### src/rtl/fetch_ctrl.sv
// Instruction-fetch sequencer: owns the PC, issues in-order word fetches,
// tracks the address of every outstanding request, buffers returned words
// and presents {instr, pc} pairs to decode. A redirect flushes the buffer
// and marks every still-outstanding response to be discarded on return.

module fetch_ctrl_chk #(
  parameter int CW    = 3,
  parameter int DEPTH = 4
) (
  input logic          clk,
  input logic          rst,
  input logic          rvalid,
  input logic [CW-1:0] inflight,
  input logic [CW:0]   occupancy
);
  // Read data with no outstanding request is tolerated by the datapath, but flagged.
  a_orphan_rvalid : assert property (@(posedge clk) disable iff (rst)
    !(rvalid && (inflight == {CW{1'b0}})))
    else $warning("fetch_ctrl: rvalid with no request outstanding, word ignored");

  // Outstanding requests plus buffered words never exceed the buffer size.
  a_occupancy : assert property (@(posedge clk) disable iff (rst)
    occupancy <= (CW+1)'(DEPTH));
endmodule

module fetch_ctrl #(
  parameter logic [31:0] RESET_PC = 32'h0000_0000,
  parameter int          DEPTH    = 4
) (
  input  logic        i_clk,
  input  logic        i_reset,
  output logic        o_imem_req,
  output logic [31:0] o_imem_addr,
  input  logic        i_imem_gnt,
  input  logic        i_imem_rvalid,
  input  logic [31:0] i_imem_rdata,
  input  logic        i_redirect,
  input  logic [31:0] i_redirect_pc,
  output logic        o_instr_valid,
  output logic [31:0] o_instr,
  output logic [31:0] o_pc,
  input  logic        i_instr_ready
);
  localparam int PW = $clog2(DEPTH);
  localparam int CW = PW + 1;
  localparam logic [PW-1:0] PTR_ONE  = PW'(1);
  localparam logic [CW-1:0] CNT_ZERO = CW'(0);
  localparam logic [CW-1:0] CNT_ONE  = CW'(1);
  localparam logic [CW:0]   DEPTH_V  = (CW+1)'(DEPTH);

  logic [31:0]   pc;
  logic [31:0]   tag_mem [DEPTH];
  logic [PW-1:0] tag_rd;
  logic [PW-1:0] tag_wr;
  logic [CW-1:0] inflight;
  logic [CW-1:0] drop;
  logic [31:0]   iq_instr [DEPTH];
  logic [31:0]   iq_pc [DEPTH];
  logic [PW-1:0] iq_rd;
  logic [PW-1:0] iq_wr;
  logic [CW-1:0] iq_count;

  logic [CW:0]   occupancy;
  logic          issue;
  logic          resp;
  logic          resp_keep;
  logic          resp_drop;
  logic          pop;
  logic [31:0]   pc_nxt;
  logic [CW-1:0] inflight_nxt;
  logic [CW-1:0] drop_nxt;
  logic [CW-1:0] iq_count_nxt;

  // Handshake qualifiers and the externally visible outputs.
  always_comb begin
    occupancy     = {1'b0, inflight} + {1'b0, iq_count};
    o_imem_req    = ~i_reset & ~i_redirect & (occupancy < DEPTH_V);
    o_imem_addr   = pc;
    issue         = o_imem_req & i_imem_gnt;
    // A response with nothing outstanding is ignored entirely.
    resp          = i_imem_rvalid & (inflight != CNT_ZERO);
    // Words returned during a redirect, or owed to an earlier redirect, are discarded.
    resp_keep     = resp & ~i_redirect & (drop == CNT_ZERO);
    resp_drop     = resp & ~i_redirect & (drop != CNT_ZERO);
    o_instr_valid = (iq_count != CNT_ZERO) & ~i_redirect;
    o_instr       = iq_instr[iq_rd];
    o_pc          = iq_pc[iq_rd];
    pop           = o_instr_valid & i_instr_ready;
  end

  // Next values of the PC and the occupancy/drop counters.
  always_comb begin
    pc_nxt       = pc;
    drop_nxt     = drop;
    iq_count_nxt = iq_count;
    inflight_nxt = inflight + (issue ? CNT_ONE : CNT_ZERO) - (resp ? CNT_ONE : CNT_ZERO);
    if (i_redirect) begin
      // No issue happens this cycle, so everything still outstanding is stale.
      pc_nxt       = i_redirect_pc & 32'hFFFF_FFFC;
      drop_nxt     = inflight - (resp ? CNT_ONE : CNT_ZERO);
      iq_count_nxt = CNT_ZERO;
    end else begin
      if (issue) begin
        pc_nxt = pc + 32'd4;
      end else begin
        pc_nxt = pc;
      end
      drop_nxt     = drop - (resp_drop ? CNT_ONE : CNT_ZERO);
      iq_count_nxt = iq_count + (resp_keep ? CNT_ONE : CNT_ZERO) - (pop ? CNT_ONE : CNT_ZERO);
    end
  end

  // PC and counter registers.
  always_ff @(posedge i_clk or posedge i_reset) begin
    if (i_reset) begin
      pc       <= RESET_PC;
      inflight <= CNT_ZERO;
      drop     <= CNT_ZERO;
      iq_count <= CNT_ZERO;
    end else begin
      pc       <= pc_nxt;
      inflight <= inflight_nxt;
      drop     <= drop_nxt;
      iq_count <= iq_count_nxt;
    end
  end

  // Address-tag FIFO: one entry per outstanding request, popped by every response.
  always_ff @(posedge i_clk or posedge i_reset) begin
    if (i_reset) begin
      tag_rd <= {PW{1'b0}};
      tag_wr <= {PW{1'b0}};
      for (int i = 0; i < DEPTH; i++) begin
        tag_mem[i] <= 32'h0000_0000;
      end
    end else begin
      if (issue) begin
        tag_mem[tag_wr] <= pc;
        tag_wr          <= tag_wr + PTR_ONE;
      end
      if (resp) begin
        tag_rd <= tag_rd + PTR_ONE;
      end
    end
  end

  // Instruction FIFO; its head drives o_instr/o_pc directly from flops.
  always_ff @(posedge i_clk or posedge i_reset) begin
    if (i_reset) begin
      iq_rd <= {PW{1'b0}};
      iq_wr <= {PW{1'b0}};
      for (int i = 0; i < DEPTH; i++) begin
        iq_instr[i] <= 32'h0000_0000;
        iq_pc[i]    <= RESET_PC;
      end
    end else if (i_redirect) begin
      iq_rd <= iq_wr;
    end else begin
      if (resp_keep) begin
        iq_instr[iq_wr] <= i_imem_rdata;
        iq_pc[iq_wr]    <= tag_mem[tag_rd];
        iq_wr           <= iq_wr + PTR_ONE;
      end
      if (pop) begin
        iq_rd <= iq_rd + PTR_ONE;
      end
    end
  end

  fetch_ctrl_chk #(.CW(CW), .DEPTH(DEPTH)) u_chk (
    .clk       (i_clk),
    .rst       (i_reset),
    .rvalid    (i_imem_rvalid),
    .inflight  (inflight),
    .occupancy (occupancy)
  );
endmodule

### config.mk
export PLATFORM = sky130hd
export DESIGN_NAME = fetch_ctrl
export DESIGN_NICKNAME = d
export VERILOG_FILES = /design/src/rtl/fetch_ctrl.sv
export SDC_FILE = /design/constraint.sdc
export NUM_CORES = 1
export LEC_CHECK = 0
export CAP_MARGIN = 20
export CELL_PAD_IN_SITES_DETAIL_PLACEMENT = 0
export CELL_PAD_IN_SITES_GLOBAL_PLACEMENT = 1
export CORE_MARGIN = 4
export CORE_UTILIZATION = 39
export CTS_BUF_LIST = sky130_fd_sc_hd__clkbuf_4
export DETAILED_ROUTE_END_ITERATION = 10
export PLACE_DENSITY = 0.76
export SETUP_SLACK_MARGIN = 0.15
export SLEW_MARGIN = 20
export SYNTH_ARGS = -nofsm -noshare
export SYNTH_HDL_FRONTEND = slang
export SYNTH_SLANG_ARGS = --single-unit
### constraint.sdc
create_clock -name i_clk -period 17.15 [get_ports i_clk]
set_input_delay 3.43 -clock i_clk [delete_from_list [all_inputs] [get_ports i_clk]]
set_output_delay 3.43 -clock i_clk [all_outputs]
set_load 0.005 [all_outputs]
# Word level (Yosys, flattened, before mapping)
# Cells that the tools add are included.
# word_totals
reg_bits	433
out_inout_bits	98
wordCells	90
# classes
n_addsub	12
n_lt_le_gt_ge	7
mux	27
bitwise_logic	15
n_reduce_logical	9
# ops
op	count
$bwmux W128	3
$mux W32	10
$bmux W32 S2	3
$demux W32 S2	2
$add A32 B3 Y32 const B	1
$ge A3 B3 Y1 const B	4
$not A2 Y3	4
$and A1 B1 Y1	9
$reduce_bool A3 Y1	3
$sub A3 B1 Y3	3
$add A2 B1 Y2 const B	4
$add A3 B1 Y3	2
$lt A3 B1 Y1 const B	2
$mux W3	2
$mux W1	5
$add A3 B3 Y4	1
$lt A4 B3 Y1 const B	1
$mux W2	2
$reduce_bool A2 Y1	2
$logic_not A3 Y1	1
$sub A3 B3 Y3	1
$logic_and A1 B1 Y1	2
$not A1 Y1	2
$reduce_and A2 Y1	1

# Longest topological paths before layout
# Gate-level depths: netlist of run 1.
# logic_depth
ltp_word	8
depth_mapped	12
ltp_nobuf	11

# Least setup slack after synthesis of run 1
# Ideal clock, no wire load.
# synth_timing
path_type	input port to output port
start	in i_redirect
end	out o_imem_req
t_arrival_ns	3.786
required_ns	13.720
path_slack_ns	9.934
path_stages	2
path_cell_list	nor3_1 > and3_1
# synth_via
elab_chain_cells	3
# synth_rtl
element	line	text
from (decl)	37	input logic i_redirect,
$not A1 Y1 (no line)	--	
$and A1 B1 Y1 (2 in a row)	77	o_imem_req = ~i_reset & ~i_redirect & (occupancy < DEPTH_V);
to (decl)	32	output logic o_imem_req,
# No other way between the ends.

# Final worst setup path of run 1
# Same ends and word-level chain as after synthesis.

==> results.md, run 1 <==
- The number of design rule violations left after detail routing is 0.
- The floorplan die area is about 0.051 mm^2.
- The floorplan has about 80 rows.
- Of the total synthesized cell area, the portion taken by full adders, half adders and majority gates is 0.0149.
- The number of cells upsized or downsized after cts is 0.
- The cell at the root of the clock tree is sky130_fd_sc_hd__clkbuf_4.
- The completed layout was analyzed and its total power is 3.70 mW.
- In the routed layout, each cell is associated on average with a via count of 5.27.
- In the post-route analysis, the smallest setup slack over all paths is roughly 9000 ps.
- Of the total power, the share spent switching nets is 0.295.
- Ranked by total cell area, the synthesized netlist is headed by sky130_fd_sc_hd__dfrtp_1 56%, sky130_fd_sc_hd__mux2_2 19%, sky130_fd_sc_hd__mux4_2 11%.
- The internal power of the cells totals 2.61 mW.
- After detailed routing, the total wire length is 42000 um.
- Setup violations remaining at the end of the flow were counted as 0.
- In this run, synthesis inferred 0 flip-flops with an integrated enable.
- Across every metal layer, demand over resource in global routing totals 0.167.
- The area after detailed placement is between 0.02 and 0.025 mm^2.
- In the layout the commonest cells are 411 x sky130_fd_sc_hd__dfrtp_1, 318 x sky130_fd_sc_hd__mux2_2, 181 x sky130_fd_sc_hd__clkbuf_4, 160 x sky130_fd_sc_hd__clkdlybuf4s50_1, 92 x sky130_fd_sc_hd__mux4_2.
- For the pin with the worst max-slew slack, the measured transition is 1090 ps.
- The synthesized cell area is about 0.019 mm^2.
- The clock drives 415 sinks.
- The share of synthesized area in the top cell type comes to 0.556.
- The post-route cell area is 0.0224 mm^2.
- The clock buffer count from CTS is 112.
- The share of the clock period used by the worst path after layout is 0.481.
- Relative to the synthesized area, the layout overhead comes to 19.7%.
- At the later pin of the worst-skew pair, clock insertion delay measures approximately 840 ps.
- Counting every instance in the synthesized netlist gives 1237.
- The portion of synthesized area spent on multiplexers is 0.332.
- The post-route setup TNS is 0 ps.
- The kind of critical path is in -> out.
- The share of the Yosys chip area taken by registers is 0.556.
- In this run the horizontal extent of the chip is roughly 230 um.
- The share of total power dissipated in the clock network is 0.250.
- The run finished with clean final reports.
- The initial utilization of the core area, before any placement, comes to 0.398.
- sky130_fd_sc_hd__dfrtp_1 takes more of the synthesized area than any other cell.
- Yosys printed 0 warnings.
- The path class of the tightest hold or removal check is reg -> reg.
- The commonest non-fill, non-tap cell in the layout is sky130_fd_sc_hd__dfrtp_1.
- The number of stages on the worst hold path is 2.
- The maximum vdd drop is 0.0721 mV.
- The count of cells along the worst register-to-register path is 12.
- The worst hold path begins at tag_mem[56].
- The simple logic cell fraction of the synthesized area is 0.0403.
- Setup repair after global routing left no endpoint under its margin.
- The core box area is 0.0470 mm^2.
- The endpoint required time on the critical path is ~14000 ps.
- The xor/xnor cell area share of the yosys netlist is 0.00563.
- The number of design-rule violations left by the first detailed-router iteration is 501.
- The capture endpoint of the worst hold path is tag_mem[56].
- The worst slack on hold paths is around 470 ps.
- TritonCTS built the clock tree.
- The signal on the critical path passes through buf_2 -> buf_4 -> nor3_1 -> and3_1 -> clkdlybuf4s50_1.
- The first global-routing pass estimated 67600 um of wire.
- In this run the critical register-to-register path is captured at inflight[2].
- The number of antenna-violating nets in the routed design is 0.
- The share of total power in sequential cells is 0.440.
- During placement, the flow inserted port buffers numbering 161.
- The post-CTS repair timing setup buffer count is 0.
- The multi-input combinational cells in the finished layout cover a total of 0.00786 mm^2.
- Dividing the detail-routed wire length by the instance count gives 19.7 um.
- After clock tree synthesis, the clock-pin slew on the worst setup and hold paths is 50 ps.
- The startpoint identified for the worst register-to-register timing path is inflight[2].
- The fraction of the mapped netlist area in compound gates is 0.0252.
- The number of inserted filler cells in the final layout is approximately 4100.
- Before CTS, the worst setup slack after placement is slightly below 9000 ps.
- Synthesis instantiated 50 different standard cells from the library.
- The number of register bits inferred by synthesis is roughly 420.
- The fraction of registers with async set or reset after synthesis is 1.00.
- The sum of overflow across all layers after global routing is 0.
- The number of maximum-capacitance constraint violations is 0.
- The share of total power dissipated in combinational logic is 0.310.
- The initial antenna violation count is 2.
- Buffers inserted to repair hold after CTS numbered 0.
- The fraction of layout cells with a size suffix above 1 is 0.413.
- The pre-antenna-repair detailed-routing pass consisted of 4 iterations.
- On the critical path, the stage with the largest delay is an instance of sky130_fd_sc_hd__buf_4.
- For this design the top-level I/O count stands at 168.
- The post-layout minimum cycle time is 8250 ps.
- The overall via count from detail_route is 11262.
- The clock arrives with 44.1 ps of skew.
- The leading register cell type out of synthesis is sky130_fd_sc_hd__dfrtp_1.
- The number of buffers on the longest clock path is 3.
- The final number of max-transition violations is 0.
- The maximum cell stage delay along the critical path is ~520 ps.
- The largest fanout on the critical path is 59.
- The via count of the first global-routing pass is 12358.
- After synthesis, the mean cell area works out to 15.1 um^2.
- The number of endpoints with negative hold slack in the final report is 0.
- The vertical die dimension is 227 um.
- The setup slack of the most critical reg-to-reg path is 13760 ps.
- The power density of the placed cells is 166 mW/mm^2.
- The relative slew slack is 0.271.
- By area, the combinational part of the netlist is dominated by multiplexers.
- The worst setup path is launched from an input port.
- Static timing analysis puts the maximum clock frequency at about 0.12 GHz.
- The HPWL after detailed placement is 25100 um.
- The worst setup path is captured at an output port.
- Data arrives at the worst endpoint at 4820 ps.
- The clock tree synthesis step divided the H-tree into 3 levels.
- The placer's final routability congestion estimate is 0.739.
- In this run the static leakage power is approximately 10 nW.
- The switching component of the power is 1.09 mW.
- In the final design database the tool counted 1530 nets.
- Entering global routing, the biggest net connects 169 pins.
- The register area is 0.0104 mm^2.
==> worst max-delay path: cells and delay by family <==
family        cells  cell delay (ps)
buf+inv           3             1030
simple gates      2              350
==> layer usage <==
metal	global-route usage	up-vias	part of all wire
met1	0.222	5837	0.44
met4	0.0516	0	0.017
met3	0.0474	58	0.064
met2	0.268	306	0.47
met5	0	-	0
li1	-	5061	-
==> sequential cells by signal, indices dropped and copies added, names as in the netlist <==
| signal | cells |
|---|---|
| inflight | 3 |
| iq_pc | 120 |
| tag_rd | 2 |
| iq_rd | 2 |
| iq_instr | 128 |
| o_imem_addr | 30 |
| iq_count | 3 |
| tag_wr | 2 |
| drop | 3 |
| tag_mem | 120 |
| iq_wr | 2 |
==> through the flow <==
stage,utilization,std cells
2_1_floorplan,-,1240
3_3_place_gp,0.443,1931
3_5_place_dp,0.443,1931
4_1_cts,0.475,2133
5_1_grt,0.476,2136
6_report,0.476,2136
==> layout make-up <==
type                       count  share of cell area
tap                          607              0.0340
antenna                        2            0.000224
clock buffer                 181              0.0608
timing repair buffer         172              0.0770
clock inverter                21             0.00778
sequential                   415               0.465
multi-input combinational    718               0.352
inverter                      20             0.00369
==> synth_stat cells (2+ instances only) <==
library cell and count:
sky130_fd_sc_hd__a221o_1 4, sky130_fd_sc_hd__nor2_1 21, sky130_fd_sc_hd__mux4_2 92, sky130_fd_sc_hd__a21oi_1 2, sky130_fd_sc_hd__nand2b_1 2, sky130_fd_sc_hd__buf_1 6, sky130_fd_sc_hd__dfrtp_1 415, sky130_fd_sc_hd__clkbuf_1 24
sky130_fd_sc_hd__mux2_2 318, sky130_fd_sc_hd__nand4_1 10, sky130_fd_sc_hd__nand3_1 22, sky130_fd_sc_hd__fa_1 2, sky130_fd_sc_hd__mux2_1 38, sky130_fd_sc_hd__buf_2 51, sky130_fd_sc_hd__nor3_1 7, sky130_fd_sc_hd__or3_1 3
sky130_fd_sc_hd__and3_1 6, sky130_fd_sc_hd__a21o_1 2, sky130_fd_sc_hd__buf_4 5, sky130_fd_sc_hd__and4_1 5, sky130_fd_sc_hd__xnor2_1 10, sky130_fd_sc_hd__nand3b_1 2, sky130_fd_sc_hd__mux2i_1 12, sky130_fd_sc_hd__inv_1 20
sky130_fd_sc_hd__o21ai_0 31, sky130_fd_sc_hd__nor4_1 3, sky130_fd_sc_hd__o211ai_1 8, sky130_fd_sc_hd__a22oi_1 4, sky130_fd_sc_hd__a211oi_1 2, sky130_fd_sc_hd__o31a_1 2, sky130_fd_sc_hd__a31oi_1 2, sky130_fd_sc_hd__o311ai_0 5
sky130_fd_sc_hd__ha_1 19, sky130_fd_sc_hd__nand2_1 57, sky130_fd_sc_hd__nor2b_1 6, sky130_fd_sc_hd__a21boi_0 4, sky130_fd_sc_hd__xor2_1 2
==> power groups by stage <==
stage	Clock [mW]	Combinational (mW)	Sequential [mW]
floorplan	0	0.838	1.51
global placement	0	1.14	1.62
detailed placement	0	1.17	1.65
CTS	0.963	1.17	1.63
global route	1.02	1.25	1.68
finish	0.925	1.15	1.63
==> logic make-up after synthesis <==
group                    count (synthesis)
AO/OA/AOI/OAI                           70
XOR/XNOR                                12
adder cells (fa/ha/maj)                 21
buffers and inverters                  107
flip-flops                             415
multiplexers                           460
other                                    1
AND/OR/NAND/NOR                        151
==> worst max path at each step <==
stage               slack (ps)  depth (start not counted)  startpoint          to
global placement          8900                          5  i_redirect  o_imem_req
CTS                       8880                          5  i_redirect  o_imem_req
global route              8760                          5  i_redirect  o_imem_req
floorplan                 2170                          1     i_reset     drop[0]
finish                    8900                          5  i_redirect  o_imem_req
detailed placement        8880                          5  i_redirect  o_imem_req
Power figures use the tool's default switching activity.
==> run 2: changes to the inputs <==
Clock period 17.15 ns to 7.99 ns, I/O delays scaled along.
==> run 2 against run 1 <==
  * First-iteration DRC count shrank 27%
  * Clock power is 110% higher
  * Register-to-register slack got worse by 9100 ps
  * Sequential power rose by 110%
  * Core utilization decreased by 0.056 points
  * Count of clock-buffer cells in the layout up 3
  * Via count barely moved
  * Clock skew increased by 11 ps
  * Largest power group unchanged
  * Highest routed layer unchanged
==> results.md, run 2 (synthesis results as in run 1) <==
- The flow ran to the end, and the final reports show no timing, DRC or antenna violations.
- The number of clock sinks seen by CTS came to 415 (unchanged).
- The capture endpoint of the worst hold path is tag_mem[126].
- In the final layout, the registers with the most flip-flops are iq_instr x128, iq_pc x120, tag_mem x120.
- The register name with the most flops is iq_instr.
- The post-layout total power is 7.89 mW (+110%).
- The HPWL after detailed placement is 25400 um (+1.2%).
- The floorplan die area is 0.0515 mm^2 (unchanged).
- TritonCTS built the clock tree.
- The final setup violation count came to 0 (unchanged).
- The number of design-rule violations left by the first detailed-router iteration came to 367 (-27%).
- The count of pins on the block boundary is 168 (unchanged).
- The number of antenna-violating nets in the routed design was 0 (unchanged).
- The worst setup path is captured at an output port.
- The average wire per cell in the routed design is 19.5 um (-0.73%).
- The launch instance of the worst register-to-register path is inflight[2].
- The switching component of the power came to 2.34 mW (+110%).
- The internal power was 5.55 mW (+110%).
- The overall via count from detail_route came to 11269 (+0.062%).
- The effective utilization at floorplan is 0.398 (unchanged).
- The worst hold path begins at tag_mem[126].
- The number of cells upsized or downsized after cts was 0 (unchanged).
- The total wire length came to 41800 um (-0.54%).
- The clock transition at the registers of the reported paths came to 70 ps (+20 ps).
- Traced cell by cell, the critical path runs through buf_4 -> mux4_2 -> clkdlybuf4s50_1.
- In this run the clock root is driven by a sky130_fd_sc_hd__clkbuf_4.
- The final design utilization came to 0.476 (-0.000560).
- The post-route setup TNS came to 0 ps (unchanged).
- The largest fanout on the critical path is 41 (-31%).
- The placer's final routability congestion estimate was 0.753 (+1.9%).
- The setup slack of the most critical reg-to-reg path is 4620 ps (-9140 ps).
- The total track usage came to 0.167 (+0.000297).
- The fraction of layout cells with a size suffix above 1 is 0.416 (+0.00257).
- The count of cells along the worst register-to-register path is 12 (unchanged).
- The layout overhead on the synthesized area is 19.5%.
- The number of nets in the finished design came to 1534 (+0.26%).
- The kind of critical path is reg -> out.
- The vertical die dimension is 227 um (unchanged).
- The slowest stage cell on the critical path is sky130_fd_sc_hd__dfrtp_4.
- The capturing point of the worst reg2reg path is inflight[2].
- The source-to-sink clock delay at the later pin of the worst-skew pair is 830 ps (about the same).
- The library cells used most frequently in the layout, excluding fill and tap cells, are 411 x sky130_fd_sc_hd__dfrtp_1, 318 x sky130_fd_sc_hd__mux2_2, 184 x sky130_fd_sc_hd__clkbuf_4, 160 x sky130_fd_sc_hd__clkdlybuf4s50_1, 92 x sky130_fd_sc_hd__mux4_2.
- The post-layout minimum cycle time is 5180 ps.
- The number of design rule violations left after detail routing is 0 (unchanged).
- The share of total power in sequential cells is 0.441 (about the same).
- The global-route wire length before repair was 67900 um (+0.37%).
- The worst slack on hold paths is 482 ps (+9.84 ps).
- The quantity of hold-fixing buffers added after cts came to 0 (unchanged).
- The area after detailed placement is 0.0208 mm^2 (+0.22%).
- The clock buffer count from CTS is 112 (unchanged).
- The number of buffer cells added on primary ports is 161 (unchanged).
- The achievable clock frequency is 0.193 GHz.
- The worst setup slack after placement is 3190 ps (-5690 ps).
- The pin count of the biggest net entering global routing is 177 (+4.7%).
- The worst clock skew on the final layout was 55.4 ps (+11.3 ps).
- The switching portion of total power came to 0.297 (+0.00144).
- The actual transition at the worst max-transition pin was 1100 ps (+4.07 ps).
- The leakage power total was 10.5 nW (about the same).
- Of the available clock period, the critical path in the final layout requires 0.649.
- Leaving out fill and tap cells, the most frequent cell in the layout is sky130_fd_sc_hd__dfrtp_1.
- The number of flip-flops under the largest register name is 128 (unchanged).
- The number of buffers on the longest clock path is 3 (unchanged).
- The relative slew slack was 0.268 (-0.00271).
- The via count of the first global-routing pass was 12325 (-0.27%).
- The maximum vdd drop was 0.154 mV (+110%).
- The post-route cell area is 0.0223 mm^2 (-0.12%).
- The share of power burned in combinational logic is 0.315 (+0.005).
- The count of placed standard cells in the final layout, fillers left out is 2140 (+0.19%).
- The buffering stage count on the worst path with inverters included is 2 (-1).
- Setup repair after global routing left no endpoint under its margin.
- The maximum cell stage delay along the critical path is 970 ps (+450 ps).
- The cell total after placement is 1936 (+0.26%).
- The average via count per standard cell came to 5.27 (-0.12%).
- The endpoint required time on the critical path came to 6390 ps (-7330 ps).
- The worst setup margin is 2810 ps (-6090 ps).
- The number of maximum-capacitance constraint violations was 0 (unchanged).
- The power density of the placed cells is 353 mW/mm^2 (+110%).
- The initial antenna violation count came to 1 (-1).
- The arrival time of the worst setup path came to 3580 ps (-1240 ps).
- The first-pass iteration count of the detailed router is 4 (unchanged).
- The post-CTS repair timing setup buffer count is 0 (unchanged).
- The number of endpoints with negative hold slack in the final report is 0 (unchanged).
- The number of inserted filler cells in the final layout was 4103 (-0.65%).
- The deepest level of the CTS H-tree was 3 (unchanged).
- The path category of the worst min-delay check is reg -> reg.
- The core box area was 0.0470 mm^2 (unchanged).
- The number of stages on the worst hold path was 2 (unchanged).
- The sum of overflow across all layers after global routing is 0 (unchanged).
- The fraction of power consumed by the clock network is 0.244 (-0.006).
- The number of rows created at floorplan is 79 (unchanged).
- The worst setup path is launched from a flop.
- The cell family with the largest share of critical-path delay is buffers and inverters.
- The die extent in x came to 227 um (unchanged).
- The final number of max-transition violations is 0 (unchanged).
-- run 2: changes by cell type in the layout (fill, tap and decap cells not counted), moves of 2 or more --
cell	change
sky130_fd_sc_hd__clkinv_1	-3
sky130_fd_sc_hd__clkbuf_4	+3
sky130_fd_sc_hd__bufinv_16	-2
sky130_fd_sc_hd__clkinvlp_4	+2
sky130_fd_sc_hd__nand2_2	-2
sky130_fd_sc_hd__inv_2	+3
sky130_fd_sc_hd__buf_4	+4
-- run 2: worst max path at each step --
stage / from / to / slack (ps) / cells past startpoint
floorplan: i_reset / drop[0] / 800 / 1
global placement: i_redirect / inflight[2] / 3210 / 13
detailed placement: i_redirect / inflight[2] / 3190 / 13
CTS: iq_rd[0] / o_pc[5] / 2580 / 3
global route: iq_rd[0] / o_pc[10] / 2490 / 3
finish: iq_rd[0] / o_pc[5] / 2810 / 3
-- run 2: power groups by stage --
stage	Combinational [mW]	Sequential (mW)	Clock, mW
2_1_floorplan	1.80	3.24	0
3_3_place_gp	2.47	3.46	0
3_5_place_dp	2.54	3.53	0
4_1_cts	2.54	3.49	2.01
5_1_grt	2.72	3.59	2.13
6_report	2.49	3.48	1.93
-- run 2: worst register-to-register path, stage by stage (launching register included) --
cell	delay [ps]
sky130_fd_sc_hd__dfrtp_1	440
sky130_fd_sc_hd__ha_1	310
sky130_fd_sc_hd__nor3_1	190
sky130_fd_sc_hd__and4_1	210
sky130_fd_sc_hd__buf_4	340
sky130_fd_sc_hd__inv_1	460
sky130_fd_sc_hd__ha_1	430
sky130_fd_sc_hd__inv_1	60
sky130_fd_sc_hd__ha_1	130
sky130_fd_sc_hd__inv_1	50
sky130_fd_sc_hd__fa_1	370
sky130_fd_sc_hd__xnor2_1	150
sky130_fd_sc_hd__xnor2_1	130
-- run 2: final cells by class --
type / instances / area (um^2) / share of cell area
Timing Repair Buffer: 176 / 1740 / 0.0781
Inverter: 20 / 78.8 / 0.00353
Clock inverter: 19 / 109 / 0.00487
Antenna cell: 1 / 2.50 / 0.000112
Clock buffer: 184 / 1380 / 0.0619
Sequential cell: 415 / 10400 / 0.466
Multi-Input combinational cell: 718 / 7860 / 0.352
Tap cell: 607 / 759 / 0.0340
-- run 2: layer usage --
layer  GRT usage  wire length (um)  vias to the layer above
li1            -                 -                     5071
met1       0.228             18800                     5838
met2       0.259             19600                      296
met3      0.0452              2570                       64
met4      0.0603               833                        0
met5           0                 0                        -
